$ cat src/rtl/act_pkg.sv
// rtl/act_pkg.sv - shared state encoding, latency constants and slot-walk helpers for the ACT scan controller
package act_pkg;

    typedef enum logic [1:0] {
        IDLE  = 2'd0,
        ISSUE = 2'd1,
        DRAIN = 2'd2,
        DONE  = 2'd3
    } state_t;

    localparam int S2_LATENCY = 2;
    localparam int NUM_SLOTS  = 4;

    // Next enabled slot strictly after cur in ascending order, wrapping D3->D0.
    function automatic logic [1:0] next_slot(input logic [NUM_SLOTS-1:0] m, input logic [1:0] cur);
        logic [1:0] s;
        next_slot = cur;
        for (int i = NUM_SLOTS; i >= 1; i--) begin
            s = cur + 2'(i);
            if (m[s]) next_slot = s;
        end
    endfunction

    // True when no enabled slot lies above cur, i.e. the next issue starts a new pass.
    function automatic logic slot_wraps(input logic [NUM_SLOTS-1:0] m, input logic [1:0] cur);
        slot_wraps = 1'b1;
        for (int i = 0; i < NUM_SLOTS; i++) begin
            if (i > int'(cur) && m[i]) slot_wraps = 1'b0;
        end
    endfunction

endpackage

$ cat src/rtl/sat_accumulator.sv
// rtl/sat_accumulator.sv - saturating accumulator with sticky overflow flag
module sat_accumulator #(
    parameter int size  = 5,
    parameter int ACC_W = 9
) (
    input  logic             clk,
    input  logic             CLR,
    input  logic             clear,
    input  logic             add_en,
    input  logic [size-1:0]  data,
    output logic [ACC_W-1:0] sum,
    output logic             ovf
);

    localparam int W1 = ACC_W + 1;

    logic [ACC_W:0] total;

    always_comb total = {1'b0, sum} + W1'(data);

    always_ff @(posedge clk) begin
        if (CLR || clear) begin
            sum <= '0;
            ovf <= 1'b0;
        end else if (add_en) begin
            if (total[ACC_W]) begin
                sum <= '1;
                ovf <= 1'b1;
            end else begin
                sum <= total[ACC_W-1:0];
            end
        end
    end

endmodule

$ cat src/rtl/act_scan_ctrl.sv
// rtl/act_scan_ctrl.sv - masked round-robin scan of the S2 cell with saturating accumulation
module act_scan_ctrl
    import act_pkg::*;
#(
    parameter int size  = 5,
    parameter int ACC_W = 9,
    parameter int N_W   = 4
) (
    input  logic                 clk,
    input  logic                 CLR,
    input  logic                 start,
    input  logic [NUM_SLOTS-1:0] mask,
    input  logic [N_W-1:0]       passes,
    input  logic [size-1:0]      s2_out,
    output logic                 A1,
    output logic                 B1,
    output logic                 A0,
    output logic                 B0,
    output logic                 busy,
    output logic                 done,
    output logic [ACC_W-1:0]     sum,
    output logic                 ovf
);

    state_t                 state;
    logic [NUM_SLOTS-1:0]   mask_q;
    logic [N_W-1:0]         pass_left;
    logic [1:0]             cur;
    logic [S2_LATENCY-1:0]  vld;

    logic                   accept;
    logic                   k_zero;
    logic [1:0]             first;
    logic                   first_last;
    logic [1:0]             nxt;
    logic [N_W-1:0]         pass_dec;
    logic                   nxt_last;

    always_comb begin
        accept     = (state == IDLE) && start;
        k_zero     = (mask == '0) || (passes == '0);
        first      = next_slot(mask, 2'd3);
        first_last = (passes == N_W'(1)) && slot_wraps(mask, first);
        nxt        = next_slot(mask_q, cur);
        pass_dec   = slot_wraps(mask_q, cur) ? pass_left - N_W'(1) : pass_left;
        // The issue being made now is the last one when its successor would open a pass we do not have.
        nxt_last   = (pass_dec == N_W'(1)) && slot_wraps(mask_q, nxt);
    end

    always_ff @(posedge clk) begin
        if (CLR) begin
            state     <= IDLE;
            {A1, B1}  <= 2'b00;
            {A0, B0}  <= 2'b00;
            busy      <= 1'b0;
            done      <= 1'b0;
            vld       <= '0;
            cur       <= 2'd0;
            mask_q    <= '0;
            pass_left <= '0;
        end else begin
            vld  <= {vld[S2_LATENCY-2:0], 1'b0};
            done <= 1'b0;
            case (state)
                IDLE: begin
                    if (start) begin
                        mask_q    <= mask;
                        pass_left <= passes;
                        busy      <= 1'b1;
                        if (!k_zero) begin
                            cur      <= first;
                            {A1, B1} <= {2{first[1]}};
                            {A0, B0} <= {2{first[0]}};
                            vld[0]   <= 1'b1;
                            state    <= first_last ? DRAIN : ISSUE;
                        end else begin
                            state <= DRAIN;
                        end
                    end
                end
                ISSUE: begin
                    cur       <= nxt;
                    {A1, B1}  <= {2{nxt[1]}};
                    {A0, B0}  <= {2{nxt[0]}};
                    vld[0]    <= 1'b1;
                    pass_left <= pass_dec;
                    if (nxt_last) state <= DRAIN;
                end
                DRAIN: begin
                    // The oldest in-flight sample is added on this same edge.
                    if (vld[S2_LATENCY-2:0] == '0) begin
                        state <= DONE;
                        done  <= 1'b1;
                        busy  <= 1'b0;
                    end
                end
                DONE: begin
                    state    <= IDLE;
                    {A1, B1} <= 2'b00;
                    {A0, B0} <= 2'b00;
                end
                default: state <= IDLE;
            endcase
        end
    end

    sat_accumulator #(
        .size  (size),
        .ACC_W (ACC_W)
    ) u_acc (
        .clk    (clk),
        .CLR    (CLR),
        .clear  (accept),
        .add_en (vld[S2_LATENCY-1]),
        .data   (s2_out),
        .sum    (sum),
        .ovf    (ovf)
    );

endmodule

$ cat config.mk
export PLATFORM = sky130hd
export DESIGN_NAME = act_scan_ctrl
export DESIGN_NICKNAME = d
export VERILOG_FILES = /design/src/rtl/act_pkg.sv /design/src/rtl/sat_accumulator.sv /design/src/rtl/act_scan_ctrl.sv
export SDC_FILE = /design/constraint.sdc
export NUM_CORES = 1
export LEC_CHECK = 0
export BUFFER_PORTS_ARGS = -buffer_cell sky130_fd_sc_hd__buf_2
export CAP_MARGIN = 15
export CORE_ASPECT_RATIO = 0.7
export CORE_MARGIN = 1.5
export CORE_UTILIZATION = 51
export CTS_CLUSTER_SIZE = 8
export DETAILED_ROUTE_END_ITERATION = 10
export PLACE_DENSITY = 0.76
export SETUP_SLACK_MARGIN = 0.2
export SLEW_MARGIN = 20
export SYNTH_ARGS = -nofsm -noshare
export SYNTH_HDL_FRONTEND = slang
export SYNTH_HIERARCHICAL = 1
export SYNTH_SLANG_ARGS = --single-unit
$ cat constraint.sdc
create_clock -name clk -period 2.42 [get_ports clk]
set_input_delay 0.242 -clock clk [delete_from_list [all_inputs] [get_ports clk]]
set_output_delay 0.242 -clock clk [all_outputs]
set_load 0.005 [all_outputs]
==> results of run 1 <==
[power groups by stage]
stage	clock network, W	logic (W)	registers [W]
after floorplan	0	0.000855	0.000683
after global placement	0	0.00110	0.000722
after detailed placement	0	0.00111	0.000722
after CTS	0.000303	0.00119	0.000706
after global routing	0.000318	0.00141	0.000728
final	0.000293	0.00125	0.000709
[logic make-up (layout without fill, tap and decap cells)]
logic type,after synthesis,after routing,synth area share
AO/OA/AOI/OAI,93,93,0.324
buffers and inverters,32,66,0.0717
flip-flops,28,28,0.287
adder cells (fa/ha/maj),16,16,0.105
XOR/XNOR,2,2,0.00896
AND/OR/NAND/NOR,64,64,0.166
multiplexers,7,7,0.0377
[flip-flops by register name, summed over array words and instances (netlist names)]
name,flops
state,2
vld,2
done,1
u_acc/ovf,1
pass_left,4
busy,1
u_acc/sum,9
B1,1
cur,2
mask_q,4
B0,1
[routing by layer]
| layer | vias to the layer above | GRT usage |
|---|---|---|
| met2 | 44 | 0.348 |
| met4 | 0 | 0.0667 |
| met1 | 855 | 0.332 |
| met3 | 5 | 0.0433 |
| li1 | 963 | - |
| met5 | - | 0 |
[metrics by stage]
stage	area, µm²	util
after global routing	2300	0.639
after detailed placement	2160	0.601
after floorplan	1970	-
after CTS	2280	0.632
after global placement	2160	0.601
final	2300	0.639
[repair_timing]
| action | in CTS | in global routing |
|---|---|---|
| gates resized for setup | 5 | 5 |
| hold buffers | 0 | 0 |
| setup buffers | 4 | 2 |
| pin swaps | 5 | 5 |
| setup endpoints to repair | 2 | 2 |
[final timing paths]
| kind | startpoint | end | slack [ns] |
|---|---|---|---|
| setup / recovery | cur[0] | state[0] | 0.25 |
| hold / removal | mask[3] | mask_q[3] | 0.23 |
| setup reg to reg | cur[0] | state[0] | 0.25 |
| hold reg to reg | u_acc/ovf | u_acc/ovf | 0.45 |
[worst min-delay path, delay by kind of cell]
| family | cells | cell delay, ns |
|---|---|---|
| AND/OR/NAND/NOR | 1 | 0.05 |
| AO/OA/AOI/OAI | 1 | 0.05 |
| buffers and inverters | 1 | 0.12 |
[area by class of cell]
type / count / area, µm²
well taps: 50 / 62.6
fillers: 324 / 1300
repair buffers: 42 / 238
inverters: 20 / 77.6
multi-input cells: 182 / 1300
flip-flops and latches: 28 / 568
clock buffers: 4 / 55.1
[layout by cell type, fill, tap and decap left out, types with 4 or more instances in the layout]
cell type / n
inv_1: 18
nand2_1: 19
o21ai_0: 19
a21oi_1: 23
a311oi_1: 4
ha_1: 12
nand3_1: 4
mux2i_1: 4
buf_2: 31
buf_4: 11
clkbuf_8: 4
nor2_1: 19
a31oi_1: 7
dfxtp_1: 26
==> impl_results.md, run 1 <==
- Max-slew violations: 0
- WS Path Type: reg -> reg
- Synth Cell Area: 0.00196 mm²
- Synth top cells by count: dfxtp_1, a21oi_1, inv_1
- Final setup skew: 0.00594 ns
- Synth top area cells: dfxtp_1, ha_1, a21oi_1
- Initial cell density of the core: 0.543
- Max_cap viols: 0
- CTS Buf Count: 3
- Worst path cell trace: inv_4, ha_4, or3b_4, and3_4, mux2i_1, a311o_1, buf_4, o311a_1
- Share of cells above drive strength 1: 0.250
- Clk buf depth: 2
- RSZ-0062 raised after global routing: yes
- Worst Setup Slack, final: 0.246 ns
- Area of the die: 0.00422 mm²
- Synth top area share: 0.287
- Power density cells: 978 mW/mm²
- Avg Cell Area, Syn: 8.08 µm²
- Biggest cell delay along the critical path: 0.39 ns
- EDFF count, synth: 0
- Leak pwr: 0.981 nW
- Syn Inst Count: 242
- Max H-tree Level: 1
- Largest net degree at the start of global routing: 21
- Drt first-iter violations: 96
- Sink Count: 28
- Post-route minimum period: 2.17 ns
- DIE HEIGHT: 54.8 µm
- Syn Nets: 273
- Fmax: 0.460 GHz
- Diodes inserted: 0
- Placed cell count: 316
- Power Internal: 0.00130 W
- Setup TNS: 0 ns
- Most frequent cell after synthesis: dfxtp_1
- Outcome: completed
- Vias in the first global route: 1,560
- CP required: 2.59 ns
- Uppermost layer routed: met4
- WHS Path Cells: 3
- Design Power: 0.00225 W
- Worst reg2reg path depth: 8
- PortBufs: 31
- Detail Route met3 WL: 218 µm
- Ports: 32
- Die extent in x: 77.0 µm
- Flop pwr share: 0.315
- CORE AREA: 0.00360 mm²
- Yosys warns: 6
- HPWL after DPL: 3410 µm
- Routed len/inst: 14.3 µm
- CP bufs+invs: 2
- First-pass GRT wire length: 7550 µm
- CP endpoint kind: register
- Wl on met1: 2510 µm
- CP Launch Type: register
- Type of the most critical hold path: in -> reg
- Rows: 18
- Vias per cell: 5.73
- Combinational Power Share: 0.555
- #FFs+latches synth: 28
- Leading area contributor after synthesis: dfxtp_1
- Sw power: 0.000955 W
- Post-synth ARST share: 0
- Met2 routed wirelength: 1880 µm
- DRC viols: 0
- DR vias: 1,867
- Setup-failing EPs final: 0
- CP Max Fanout: 5
- CTS tree: built
- Area growth from synthesis to final layout: 17.7%
- Switching share of power: 0.424
- Grt total ovfl: 0
- Worst Max-Slew Pin Slew: 0.479 ns
- Drt pass-1 iters: 4
- WL final: 4660 µm
- Antenna violations before repair: 0
- Crit-path leading delay family: compound AO/OA/AOI/OAI gates
- GPL Wtd Cong: 0.906
- Clock root buffer: clkbuf_8
- VDD IR-drop max: 527 µV
- Post-synth top flop: dfxtp_1
- Fin crit share: 0.898
- Worst-path clk slew: 0.10 ns
- Net count, final: 308
- Pre-CTS WS: 0.0504 ns
- Worst-skew pair later-pin latency: 0.28 ns
- Final hold vios: 0
- Crit path DAT: 2.35 ns
- Antenna viol nets, final: 0
- CP max stage cell: or3b_4
- Tot GR Track Use: 0.230
- Distinct cells, synth: 57
- Rel. slew slack: 0.679
- Hold slack final: 0.230 ns
- Fin cells: 326
- WP depth: 8
- Register area share after synthesis: 0.287
- Clock power frac: 0.130
No activity file was read; power rests on OpenSTA's default activity.
==> run 2, diff against run 1 <==
--- a/config.mk
+++ b/config.mk
@@ -17,5 +17,4 @@
 export SLEW_MARGIN = 20
 export SYNTH_ARGS = -nofsm -noshare
 export SYNTH_HDL_FRONTEND = slang
-export SYNTH_HIERARCHICAL = 1
 export SYNTH_SLANG_ARGS = --single-unit
==> impl_results.md, run 2 <==
- Outcome: completed
- Synth top area cells: dfxtp_1, ha_1, a21oi_1
- Leading area contributor after synthesis: dfxtp_1
- Synth Cell Area: 0.00196 mm²
- CP endpoint kind: register
- Rel. slew slack: 0.537
- Rows: 18
- Area of the die: 0.00423 mm²
- Met2 usage: 0.329
- Clk buf depth: 2
- Setup TNS: 0 ns
- CTS Buf Count: 3
- DIE HEIGHT: 54.8 µm
- Drt pass-1 iters: 4
- Tot GR Track Use: 0.230
- Register area share after synthesis: 0.286
- GPL Wtd Cong: 0.811
- Vias per cell: 5.89
- CTS tree: built
- Final hold vios: 0
- Drt first-iter violations: 174
- Post-CTS Hold Fix Bufs: 0
- CP required: 2.65 ns
- Number of flip-flops under the largest register name: 9
- Yosys warns: 0
- First-pass GRT wire length: 7480 µm
- Sink Count: 28
- Distinct cells, synth: 58
- Largest regs: u_acc.sum: 9 flops, mask_q: 4 flops, pass_left: 4 flops
- Finished Cell Area: 0.00229 mm²
- Syn Nets: 271
- Busiest grt layer: met1
- Fmax: 0.471 GHz
- Vias in the first global route: 1,573
- Ports: 32
- WS Path Type: reg -> reg
- Avg Cell Area, Syn: 8.16 µm²
- Met1 Usage GRT: 0.347
- Antenna viol nets, final: 0
- Die extent in x: 77.1 µm
- Final Util: 0.634
- Placement Cell Area: 0.00217 mm²
- Most common cell after layout, fill and taps aside: buf_2
- Diodes inserted: 0
- Net count, final: 305
- EDFF count, synth: 0
- Initial cell density of the core: 0.543
- Antenna violations before repair: 0
- Worst-skew pair later-pin latency: 0.28 ns
- Fin cells: 323
- Power density cells: 1000 mW/mm²
- CP Max Fanout: 4
- Fin crit share: 0.878
- Synth top area share: 0.286
- Grt total ovfl: 0
- Worst-path clk slew: 0.10 ns
- Max_cap viols: 0
- RSZ-0062 raised after global routing: yes
- VDD IR-drop max: 554 µV
- CP Launch Type: register
- Commonest non-fill, non-tap cells in the layout: buf_2, dfxtp_1, a21oi_1
- Register-to-Register Setup Slack: 0.29 ns
- Leak pwr: 0.982 nW
- Most frequent cell after synthesis: dfxtp_1
- DRC viols: 0
- PortBufs: 31
- Post-synth top flop: dfxtp_1
- Share of cells above drive strength 1: 0.238
- Post-synth ARST share: 0
- Placed cell count: 314
- M3 GR Usage: 0.0650
- Max-slew violations: 0
- Synth top cells by count: dfxtp_1, a21oi_1, nand2_1
- Syn Inst Count: 240
- Clock root buffer: clkbuf_8
- Largest net degree at the start of global routing: 17
- Largest register by flop count: u_acc.sum
- HPWL after DPL: 3610 µm
- CORE AREA: 0.00360 mm²
- Fillers: 315
- Area growth from synthesis to final layout: 16.7%
- Crit path DAT: 2.36 ns
- Max H-tree Level: 1
- Post-route minimum period: 2.13 ns
- Setup-failing EPs final: 0
- #FFs+latches synth: 28
- Type of the most critical hold path: in -> reg
- DR vias: 1,904
- Final setup skew: 0.00253 ns
- Worst Max-Slew Pin Slew: 0.695 ns
- WL final: 4840 µm
- Routed len/inst: 15.0 µm
run 2: changes by cell type in the layout (fill, tap and decap cells not counted), moves of 3 or more:
cell / change
nand2b_1: +3
inv_1: -4
nor2_1: -4
mux2_2: -3
nand3_1: +6
o21ai_0: -8
run 2: where the power goes:
group	switching, W	total (W)	internal (W)
sequential	0.000124	0.000702	0.000578
combinational	0.000734	0.00130	0.000563
clock	0.000152	0.000298	0.000146
total	0.00101	0.00230	0.00129
run 2: worst max-delay path: stages, from the launching register on:
cell and delay (ns):
dfxtp_4 0.39, buf_4 0.13, mux4_2 0.55, a21o_1 0.21, a32oi_2 0.26, a311oi_2 0.16, nor4_1 0.25, o21a_1 0.13
run 2: layout make-up:
class	instances	area, µm²	area share
multi-input cells	183	1300	0.569
flip-flops and latches	28	568	0.248
repair buffers	42	238	0.104
clock buffers	4	55.1	0.0241
well taps	50	62.6	0.0274
inverters	16	62.6	0.0274
run 2: kinds of logic (layout without fill, tap and decap cells):
logic type	Yosys count	after routing	share of synthesized area
AO/OA/AOI/OAI	84	84	0.296
adder cells (fa/ha/maj)	16	16	0.105
buffers and inverters	29	62	0.0645
multiplexers	6	6	0.0371
XOR/XNOR	6	6	0.0268
flip-flops	28	28	0.286
AND/OR/NAND/NOR	71	71	0.185
run 2: metrics by stage:
stage | hold WS, ns | setup WS, ns | total power, W
after global routing | 0.229 | 0.176 | 0.00248
after detailed placement | 0.439 | 0.108 | 0.00190
final | 0.227 | 0.295 | 0.00230
after CTS | 0.220 | 0.202 | 0.00222
after floorplan | 0.311 | 0.199 | 0.00164
after global placement | 0.436 | 0.166 | 0.00188
run 2: repair_timing:
item,4_1_cts,5_1_grt
gates cloned,0,0
endpoints found under the setup margin,2,3
buffers inserted,2,3
gates resized for setup,1,6
pin swaps,0,6
run 2: final timing paths:
check	cells past startpoint	from	to
worst max register to register	7	cur[0]	state[1]
worst min register to register	2	u_acc.ovf	u_acc.ovf
worst max-delay path	7	cur[0]	state[1]
worst min-delay path	3	mask[3]	mask_q[3]
run 2: routing by layer:
metal  vias up  part of all wire  wire [µm]
li1        957                 -          -
met1       877              0.54       2620
met2        63              0.38       1830
met3         7             0.071        341
met4         0            0.0091         44
met5         -                 0          0
